===== config.mk =====
export PLATFORM = sky130hd
export DESIGN_NAME = axil_master
export DESIGN_NICKNAME = d
export VERILOG_FILES = /design/src/rtl/axil_master_pkg.sv /design/src/rtl/axil_master.sv
export SDC_FILE = /design/constraint.sdc
export NUM_CORES = 1
export LEC_CHECK = 0
export BUFFER_PORTS_ARGS = -buffer_cell sky130_fd_sc_hd__buf_2
export CORE_ASPECT_RATIO = 1.75
export CORE_MARGIN = 4
export CORE_UTILIZATION = 40
export DETAILED_ROUTE_END_ITERATION = 8
export GPL_TIMING_DRIVEN = 0
export PLACE_DENSITY = 0.71
export SETUP_SLACK_MARGIN = 0.2
export SYNTH_ARGS = -nofsm -noshare
export SYNTH_HDL_FRONTEND = slang
export SYNTH_SLANG_ARGS = --single-unit

===== constraint.sdc =====
create_clock -name CLK -period 9.5 [get_ports CLK]
set_input_delay 0.95 -clock CLK [delete_from_list [all_inputs] [get_ports CLK]]
set_output_delay 0.95 -clock CLK [all_outputs]
set_load 0.02 [all_outputs]

===== src/rtl/axil_master_pkg.sv =====
// rtl/axil_master_pkg.sv - shared AXI4-Lite widths, response codes and FSM states for axil_master
package axil_master_pkg;

  localparam int AXI_ADDR_WIDTH = 32;
  localparam int AXI_DATA_WIDTH = 32;
  localparam int AXI_RESP_WIDTH = 2;

  localparam logic [AXI_RESP_WIDTH-1:0] AXI_RESP_OKAY   = 2'b00;
  localparam logic [AXI_RESP_WIDTH-1:0] AXI_RESP_SLVERR = 2'b10;

  localparam logic [2:0] AXI_PROT_DEFAULT = 3'b000;

  typedef enum logic [2:0] {
    AXIL_MASTER_IDLE            = 3'd0,
    AXIL_MASTER_WRITE_ADDR_DATA = 3'd1,
    AXIL_MASTER_WRITE_RESP      = 3'd2,
    AXIL_MASTER_READ_ADDR       = 3'd3,
    AXIL_MASTER_READ_DATA       = 3'd4,
    AXIL_MASTER_RESPOND         = 3'd5
  } axil_master_state_e;

endpackage


===== src/rtl/axil_master.sv =====
// rtl/axil_master.sv - single-outstanding AXI4-Lite initiator driven by a cmd/rsp valid-ready port
module axil_master
  import axil_master_pkg::*;
#(
  parameter int ADDR_WIDTH     = AXI_ADDR_WIDTH,
  parameter int DATA_WIDTH     = AXI_DATA_WIDTH,
  parameter int TIMEOUT_CYCLES = 255
) (
  input  logic                      CLK,
  input  logic                      RST,

  input  logic                      cmd_valid,
  output logic                      cmd_ready,
  input  logic                      cmd_write,
  input  logic [ADDR_WIDTH-1:0]     cmd_addr,
  input  logic [DATA_WIDTH-1:0]     cmd_wdata,
  input  logic [DATA_WIDTH/8-1:0]   cmd_wstrb,

  output logic                      rsp_valid,
  input  logic                      rsp_ready,
  output logic [DATA_WIDTH-1:0]     rsp_rdata,
  output logic [AXI_RESP_WIDTH-1:0] rsp_resp,
  output logic                      timeout,

  output logic                      M_AXI_AWVALID,
  input  logic                      M_AXI_AWREADY,
  output logic [ADDR_WIDTH-1:0]     M_AXI_AWADDR,
  output logic [2:0]                M_AXI_AWPROT,

  output logic                      M_AXI_WVALID,
  input  logic                      M_AXI_WREADY,
  output logic [DATA_WIDTH-1:0]     M_AXI_WDATA,
  output logic [DATA_WIDTH/8-1:0]   M_AXI_WSTRB,

  input  logic                      M_AXI_BVALID,
  output logic                      M_AXI_BREADY,
  input  logic [AXI_RESP_WIDTH-1:0] M_AXI_BRESP,

  output logic                      M_AXI_ARVALID,
  input  logic                      M_AXI_ARREADY,
  output logic [ADDR_WIDTH-1:0]     M_AXI_ARADDR,
  output logic [2:0]                M_AXI_ARPROT,

  input  logic                      M_AXI_RVALID,
  output logic                      M_AXI_RREADY,
  input  logic [DATA_WIDTH-1:0]     M_AXI_RDATA,
  input  logic [AXI_RESP_WIDTH-1:0] M_AXI_RRESP
);

  localparam int CNT_W = $clog2(TIMEOUT_CYCLES + 1);
  localparam logic [CNT_W-1:0] CNT_MAX = CNT_W'(TIMEOUT_CYCLES);

  axil_master_state_e state_q, state_d;

  logic                      cmd_ready_q, cmd_ready_d;
  logic                      rsp_valid_q, rsp_valid_d;
  logic                      aw_valid_q,  aw_valid_d;
  logic                      w_valid_q,   w_valid_d;
  logic                      b_ready_q,   b_ready_d;
  logic                      ar_valid_q,  ar_valid_d;
  logic                      r_ready_q,   r_ready_d;
  logic                      aw_done_q,   aw_done_d;
  logic                      w_done_q,    w_done_d;
  logic [ADDR_WIDTH-1:0]     addr_q,      addr_d;
  logic [DATA_WIDTH-1:0]     wdata_q,     wdata_d;
  logic [DATA_WIDTH/8-1:0]   wstrb_q,     wstrb_d;
  logic [DATA_WIDTH-1:0]     rdata_q,     rdata_d;
  logic [AXI_RESP_WIDTH-1:0] resp_q,      resp_d;
  logic [CNT_W-1:0]          cnt_q,       cnt_d;
  logic                      timeout_q,   timeout_d;

  logic aw_hs, w_hs;

  assign aw_hs = aw_valid_q & M_AXI_AWREADY;
  assign w_hs  = w_valid_q  & M_AXI_WREADY;

  always_comb begin
    state_d     = state_q;
    cmd_ready_d = cmd_ready_q;
    rsp_valid_d = rsp_valid_q;
    aw_valid_d  = aw_valid_q;
    w_valid_d   = w_valid_q;
    b_ready_d   = b_ready_q;
    ar_valid_d  = ar_valid_q;
    r_ready_d   = r_ready_q;
    aw_done_d   = aw_done_q;
    w_done_d    = w_done_q;
    addr_d      = addr_q;
    wdata_d     = wdata_q;
    wstrb_d     = wstrb_q;
    rdata_d     = rdata_q;
    resp_d      = resp_q;
    cnt_d       = cnt_q;
    timeout_d   = timeout_q;

    // The budget only runs while waiting on the slave; the flag never aborts the transfer.
    if (state_q != AXIL_MASTER_IDLE && state_q != AXIL_MASTER_RESPOND) begin
      if (cnt_q != CNT_MAX) begin
        cnt_d = cnt_q + CNT_W'(1);
      end
      if (cnt_d == CNT_MAX) begin
        timeout_d = 1'b1;
      end
    end

    case (state_q)
      AXIL_MASTER_IDLE: begin
        if (cmd_valid) begin
          cmd_ready_d = 1'b0;
          addr_d      = cmd_addr;
          wdata_d     = cmd_wdata;
          wstrb_d     = cmd_wstrb;
          cnt_d       = '0;
          timeout_d   = 1'b0;
          if (cmd_write) begin
            state_d    = AXIL_MASTER_WRITE_ADDR_DATA;
            aw_valid_d = 1'b1;
            w_valid_d  = 1'b1;
            aw_done_d  = 1'b0;
            w_done_d   = 1'b0;
          end else begin
            state_d    = AXIL_MASTER_READ_ADDR;
            ar_valid_d = 1'b1;
          end
        end
      end

      AXIL_MASTER_WRITE_ADDR_DATA: begin
        aw_done_d  = aw_done_q | aw_hs;
        w_done_d   = w_done_q  | w_hs;
        aw_valid_d = aw_valid_q & ~aw_hs;
        w_valid_d  = w_valid_q  & ~w_hs;
        if (aw_done_d && w_done_d) begin
          state_d   = AXIL_MASTER_WRITE_RESP;
          b_ready_d = 1'b1;
        end
      end

      AXIL_MASTER_WRITE_RESP: begin
        if (M_AXI_BVALID && b_ready_q) begin
          state_d     = AXIL_MASTER_RESPOND;
          b_ready_d   = 1'b0;
          resp_d      = M_AXI_BRESP;
          rdata_d     = '0;
          rsp_valid_d = 1'b1;
        end
      end

      AXIL_MASTER_READ_ADDR: begin
        if (M_AXI_ARREADY && ar_valid_q) begin
          state_d    = AXIL_MASTER_READ_DATA;
          ar_valid_d = 1'b0;
          r_ready_d  = 1'b1;
        end
      end

      AXIL_MASTER_READ_DATA: begin
        if (M_AXI_RVALID && r_ready_q) begin
          state_d     = AXIL_MASTER_RESPOND;
          r_ready_d   = 1'b0;
          resp_d      = M_AXI_RRESP;
          rdata_d     = M_AXI_RDATA;
          rsp_valid_d = 1'b1;
        end
      end

      AXIL_MASTER_RESPOND: begin
        if (rsp_ready) begin
          state_d     = AXIL_MASTER_IDLE;
          rsp_valid_d = 1'b0;
          cmd_ready_d = 1'b1;
        end
      end

      default: begin
        state_d     = AXIL_MASTER_IDLE;
        cmd_ready_d = 1'b1;
        rsp_valid_d = 1'b0;
        aw_valid_d  = 1'b0;
        w_valid_d   = 1'b0;
        b_ready_d   = 1'b0;
        ar_valid_d  = 1'b0;
        r_ready_d   = 1'b0;
      end
    endcase
  end

  always_ff @(posedge CLK or posedge RST) begin
    if (RST) begin
      state_q     <= AXIL_MASTER_IDLE;
      cmd_ready_q <= 1'b1;
      rsp_valid_q <= 1'b0;
      aw_valid_q  <= 1'b0;
      w_valid_q   <= 1'b0;
      b_ready_q   <= 1'b0;
      ar_valid_q  <= 1'b0;
      r_ready_q   <= 1'b0;
      aw_done_q   <= 1'b0;
      w_done_q    <= 1'b0;
      addr_q      <= '0;
      wdata_q     <= '0;
      wstrb_q     <= '0;
      rdata_q     <= '0;
      resp_q      <= '0;
      cnt_q       <= '0;
      timeout_q   <= 1'b0;
    end else begin
      state_q     <= state_d;
      cmd_ready_q <= cmd_ready_d;
      rsp_valid_q <= rsp_valid_d;
      aw_valid_q  <= aw_valid_d;
      w_valid_q   <= w_valid_d;
      b_ready_q   <= b_ready_d;
      ar_valid_q  <= ar_valid_d;
      r_ready_q   <= r_ready_d;
      aw_done_q   <= aw_done_d;
      w_done_q    <= w_done_d;
      addr_q      <= addr_d;
      wdata_q     <= wdata_d;
      wstrb_q     <= wstrb_d;
      rdata_q     <= rdata_d;
      resp_q      <= resp_d;
      cnt_q       <= cnt_d;
      timeout_q   <= timeout_d;
    end
  end

  assign cmd_ready     = cmd_ready_q;
  assign rsp_valid     = rsp_valid_q;
  assign rsp_rdata     = rdata_q;
  assign rsp_resp      = resp_q;
  assign timeout       = timeout_q;

  assign M_AXI_AWVALID = aw_valid_q;
  assign M_AXI_AWADDR  = addr_q;
  assign M_AXI_AWPROT  = AXI_PROT_DEFAULT;
  assign M_AXI_WVALID  = w_valid_q;
  assign M_AXI_WDATA   = wdata_q;
  assign M_AXI_WSTRB   = wstrb_q;
  assign M_AXI_BREADY  = b_ready_q;
  assign M_AXI_ARVALID = ar_valid_q;
  assign M_AXI_ARADDR  = addr_q;
  assign M_AXI_ARPROT  = AXI_PROT_DEFAULT;
  assign M_AXI_RREADY  = r_ready_q;

endmodule

## Word level (Yosys, flattened, before mapping)

Cells that the tools add are included.

| storage, ports and cells | value |
|---|---|
| flip-flop bits (word level) | 123 |
| bits of input ports | 114 |
| output and inout bits | 148 |
| logic and storage cells | 121 |

| operators by class | value |
|---|---|
| add/sub/neg operators | 1 |
| equality and inequality tests | 16 |
| muxes and demuxes | 48 |
| bitwise logic cells | 14 |
| reductions and logical operators | 25 |

Operator list:

| cell | count |
|---|---|
| 32-bit 2-to-1 mux | 2 |
| 32-bit case mux with 2 select lines | 1 |
| 8-bit 2-to-1 mux | 5 |
| 1-bit 2-to-1 mux | 20 |
| 4-bit OR reduction | 5 |
| 3-bit 2-to-1 mux | 6 |
| 1-bit case mux with 3 select lines | 6 |
| 3-bit case mux with 6 select lines | 1 |
| 3-bit AND reduction | 6 |
| 2-bit inequality test, second input constant | 8 |
| 8-bit by 1-bit adder with 8-bit output, second input constant | 1 |
| 8-bit == test, second input constant | 1 |
| 8-bit inequality test, second input constant | 1 |
| 1-bit NOT | 8 |
| 4-bit AND reduction | 2 |
| 3-bit by 2-bit == test with 1-bit output, second input constant | 2 |
| 3-bit == test, second input constant | 2 |
| 2-bit 2-to-1 mux | 3 |
| 6-bit AND reduction | 1 |
| 1-bit logical AND | 5 |
| 1-bit AND | 4 |
| 1-bit case mux with 2 select lines | 2 |
| 1-bit case mux with 4 select lines | 1 |
| 2-bit case mux with 2 select lines | 1 |
| 8 further kinds | 10 |

## Depth between registers and ports, before layout

| logic depth | value |
|---|---|
| depth in word-level cells | 8 |
| mapped depth | 7 |

## Worst setup path before layout

Ideal clock, no wire load.

| timing path | value |
|---|---|
| path type | input-to-reg |
| start | input port M_AXI_ARREADY |
| end | register state_q[0] |
| data arrival time | 1.926 ns |
| slack | 7.449 ns |
| stages | 4 |
| cell sequence | nand2_1 or3b_2 nand4_1 mux2_2 |

| between the ends | value |
|---|---|
| cells in the longest elaborated chain, start to end | 3 |

Ends and longest elaborated chain:

| what | RTL line | RTL |
|---|---|---|
| start: declaration | axil_master.sv:40 | `input logic M_AXI_ARREADY,` |
| 1-bit logical AND | axil_master.sv:150 | `if (M_AXI_ARREADY && ar_valid_q) begin` |
| 2-bit inequality test (no source line) | -- |  |
| 6-bit AND reduction (no source line) | -- |  |
| end signal: assignment | axil_master.sv:208 | `state_q <= state_d;` |
| end: declaration | axil_master.sv:53 | `axil_master_state_e state_q, state_d;` |

Every way passes these cells.
A chain may end at the register's enable or synchronous reset.

## Worst setup path after layout

| timing path | value |
|---|---|
| start | register addr_q[20] (netlist: M_AXI_ARADDR[20]) |
| end | output port M_AXI_AWADDR[20] |

RTL lines:

| what | RTL line | RTL |
|---|---|---|
| start: declaration | axil_master.sv:64 | `logic [ADDR_WIDTH-1:0] addr_q, addr_d;` |
| start signal: assignment | axil_master.sv:218 | `addr_q <= addr_d;` |
| end: declaration | axil_master.sv:27 | `output logic [ADDR_WIDTH-1:0] M_AXI_AWADDR,` |

No word-level cell between the ends.

==> impl_metrics.py <==
metrics = {
    "final_layout": {
        "antenna_cells_inserted": 0,
        "post_route_cells_drive_above_1_share_pct": 42.6,
        "most_common_cell_after_layout_fill_and_taps_aside": "sky130_fd_sc_hd__buf_2",
        "num-nets-final": 952,
        "stdcell_count": 1024,
        "finished_layout_cell_area_um2": 7600,
        "areaGrowthSynthToFinish_pct": 40.2,
        "layout.filler_cells": 1284,
        "layout.core_utilization_pct": 56.8,
        "layout_common_cells": "sky130_fd_sc_hd__buf_2 (271), sky130_fd_sc_hd__nand2_1 (219), sky130_fd_sc_hd__dfrtp_1 (122), sky130_fd_sc_hd__buf_4 (40), sky130_fd_sc_hd__a22o_1 (35)",
    },
    "floorplanning": {
        "num_io_pins": 262,
        "design.die.area_um2": 15600,
        "rows": 56,
        "core_region_area_um2": 13400,
        "chipHeight_um": 162,
        "chipWidth_um": 96.0,
        "floorplan.initialDensity_pct": 40.5,
    },
    "clock_network": {
        "post_cts_hold_buffer_count": 0,
        "worstSkewPairLatency_ns": 0.41,
        "cts_sink_cnt": 123,
        "cts-buffers-inserted": 17,
        "cts.reportedPaths.clkPinSlew_ns": 0.06,
        "cts.htree.levels": 4,
        "post_cts.resized_instances": 0,
        "cts_max_path_buffers": 2,
        "cts.root.buffer_cell": "sky130_fd_sc_hd__clkbuf_16",
        "cts.repair_timing.setup_buffer_count": 0,
        "tritoncts": "done",
    },
    "global_routing": {
        "total_global_route_track_usage_pct": 19.8,
        "first_global_vias": 4760,
        "grt_overflow_total": 0,
        "largest_net_degree_at_the_start_of_global_routing": 66,
        "grt_pass1_wl_um": 23600,
        "antenna_found_initial": 1,
    },
    "route": {
        "vias_per_cell": 4.71,
        "detailedRoute.firstIterationViolations": 156,
        "drt_wl_total_um": 15300,
        "drc": 0,
        "via_count": 4819,
        "ant_nets": 0,
        "drt_pass1_iterations": 4,
        "wire_per_inst_um": 15.0,
    },
    "timing": {
        "final.setup.tns_ns": 0,
        "worst_case_headroom_to_the_max_slew_limit_pct": 58.5,
        "maxClockFrequency_mhz": 479,
        "grt_setup_unrepaired": "false",
        "setup_viol": 0,
        "slew_violations": 0,
        "finalWorstPathRequiredPeriod_ns": 2.09,
        "final_critical_path_share_of_the_clock_period_pct": 22.0,
        "worst_slew_pin_slew_ns": 0.620,
        "hold_violations": 0,
        "fin_worst_skew_ns": 0.0102,
        "fin_hold_ws_ns": 0.467,
    },
    "synth": {
        "post_synth_inst_count": 557,
        "synthesis.area_per_instance_um2": 9.73,
        "post_synth_instance_area_um2": 5420,
        "synthArstFlopShare_pct": 100,
        "synth_warnings": 0,
        "commonest_register_cell_after_synthesis": "sky130_fd_sc_hd__dfrtp_1",
        "ys_ff_latch": 123,
        "synth_seq_area_share_pct": 56.8,
        "netlist-cell-type-count": 49,
        "synth_enable_flop_cells": 0,
    },
    "worst_setup_path": {
        "critical_path_arrival_ns": 1.14,
        "worstReg2RegEnd": "M_AXI_ARADDR[11]",
        "cp_data_required_time_ns": 8.55,
        "critical_path.max_fanout": 3,
        "worstSetupStartpointType": "flip-flop",
        "critical_path.endpoint_type": "output pin",
        "worst-r2r-cell-count": 6,
        "criticalPathCategory": "flip-flop to output pin",
        "regToRegStartpoint": "state_q[1]",
        "setup.reg_to_reg.worst_slack_ns": 7.45,
    },
    "placed_design": {
        "place_area_um2": 6970,
        "gp_congestion": 0.810,
        "dpl.cell_count": 992,
        "io_buffers": 255,
        "place.detailed.hpwl_um": 11700,
    },
    "worst_hold_path": {
        "min_path_type": "flip-flop to flip-flop",
        "hold_path_end": "M_AXI_WSTRB[3]",
        "worst_hold_path.num_cells": 2,
        "worst_hold_startpoint": "M_AXI_WSTRB[3]",
    },
    "pwr": {
        "pwr_density_cell_nw_per_um2": 194,
        "power.static_leakage_nw": 4.39,
        "irDropWorstVdd_mv": 0.113,
    },
    "flow_run": {
        "max_cap_violations": 0,
    },
    "run_status": {
        "status": "finished clean",
    },
}
-- metrics by stage --
stage	setup WS (ns)	power [mW]
3_5_place_dp	6.98	0.803
6_report	7.41	1.47
3_3_place_gp	3.77	0.797
4_1_cts	7.33	1.49
2_1_floorplan	5.28	0.727
5_1_grt	7.28	1.54
-- power by group --
| part | internal [mW] | total (mW) | switching [mW] |
|---|---|---|---|
| registers | 0.557 | 0.590 | 0.0335 |
| clock network | 0.448 | 0.683 | 0.235 |
| logic | 0.0884 | 0.201 | 0.113 |
-- worst max-delay path: stages, from the launching register on --
cell and delay [ns]:
sky130_fd_sc_hd__dfrtp_1 0.44, sky130_fd_sc_hd__buf_4 0.16, sky130_fd_sc_hd__buf_2 0.15
-- per-layer routing --
layer | GRT usage, % | part of all wire, %
met5 | 0 | 0.046
met1 | 22.6 | 37
met4 | 7.45 | 1.8
met3 | 5.42 | 8.3
met2 | 34.5 | 52
-- final cells by class --
class	instances	area (um^2)	area share (%)
Multi-Input combinational cell	365	1890	24.9
Buffer	68	448	5.89
Clock inverter	13	191	2.52
Timing Repair Buffer	256	1300	17.2
Clock buffer	19	443	5.83
Sequential cell	123	3080	40.5
Inverter	6	27.5	0.362
Tap cell	174	218	2.86
-- Yosys cell counts (2+ instances only) --
| cell | number | share of area [%] |
|---|---|---|
| sky130_fd_sc_hd__a21oi_1 | 16 | 1.5 |
| sky130_fd_sc_hd__a22o_1 | 35 | 5.7 |
| sky130_fd_sc_hd__a2bb2oi_1 | 2 | 0.32 |
| sky130_fd_sc_hd__a31oi_1 | 6 | 0.69 |
| sky130_fd_sc_hd__buf_2 | 16 | 1.5 |
| sky130_fd_sc_hd__buf_4 | 40 | 5.5 |
| sky130_fd_sc_hd__buf_6 | 3 | 0.62 |
| sky130_fd_sc_hd__clkbuf_1 | 9 | 0.62 |
| sky130_fd_sc_hd__dfrtp_1 | 122 | 56 |
| sky130_fd_sc_hd__inv_1 | 6 | 0.42 |
| sky130_fd_sc_hd__mux2_2 | 3 | 0.62 |
| sky130_fd_sc_hd__mux2i_1 | 7 | 1.3 |
| sky130_fd_sc_hd__nand2_1 | 219 | 15 |
| sky130_fd_sc_hd__nand2b_1 | 2 | 0.23 |
| sky130_fd_sc_hd__nand3_1 | 6 | 0.55 |
| sky130_fd_sc_hd__nor2_1 | 13 | 0.90 |
| sky130_fd_sc_hd__nor3_1 | 8 | 0.74 |
| sky130_fd_sc_hd__o211a_1 | 2 | 0.37 |
| sky130_fd_sc_hd__o21ai_0 | 9 | 0.83 |
| sky130_fd_sc_hd__o21bai_1 | 3 | 0.42 |
| sky130_fd_sc_hd__or2_2 | 2 | 0.23 |
-- sequential cells by signal, indices dropped and copies added (netlist names), 2 cells and up --
signal,flops
rsp_rdata,32
M_AXI_WDATA,32
M_AXI_WSTRB,4
state_q,3
rsp_resp,2
M_AXI_ARADDR,32
cnt_q,8
-- kinds of logic after synthesis --
kind of cell | count (synthesis) | share of synthesized area, %
AO/OA/AOI/OAI | 83 | 11.7
flip-flops | 123 | 56.8
adder cells (fa/ha/maj) | 1 | 0.231
buffers and inverters | 74 | 8.68
XOR/XNOR | 2 | 0.462
multiplexers | 10 | 1.92
AND/OR/NAND/NOR | 263 | 20.2
other | 1 | 0.0692
-- worst max-delay path by stage --
stage / start / end / depth (start not counted)
6_report: M_AXI_ARADDR[20] / M_AXI_AWADDR[20] / 2
5_1_grt: cnt_q[0] / cnt_q[1] / 5
4_1_cts: state_q[1] / M_AXI_ARADDR[11] / 6
3_5_place_dp: cmd_valid / M_AXI_ARADDR[11] / 6
3_3_place_gp: RST / rsp_rdata[10] / 2
2_1_floorplan: RST / M_AXI_ARADDR[0] / 1
(Power assumes the default switching activity.)
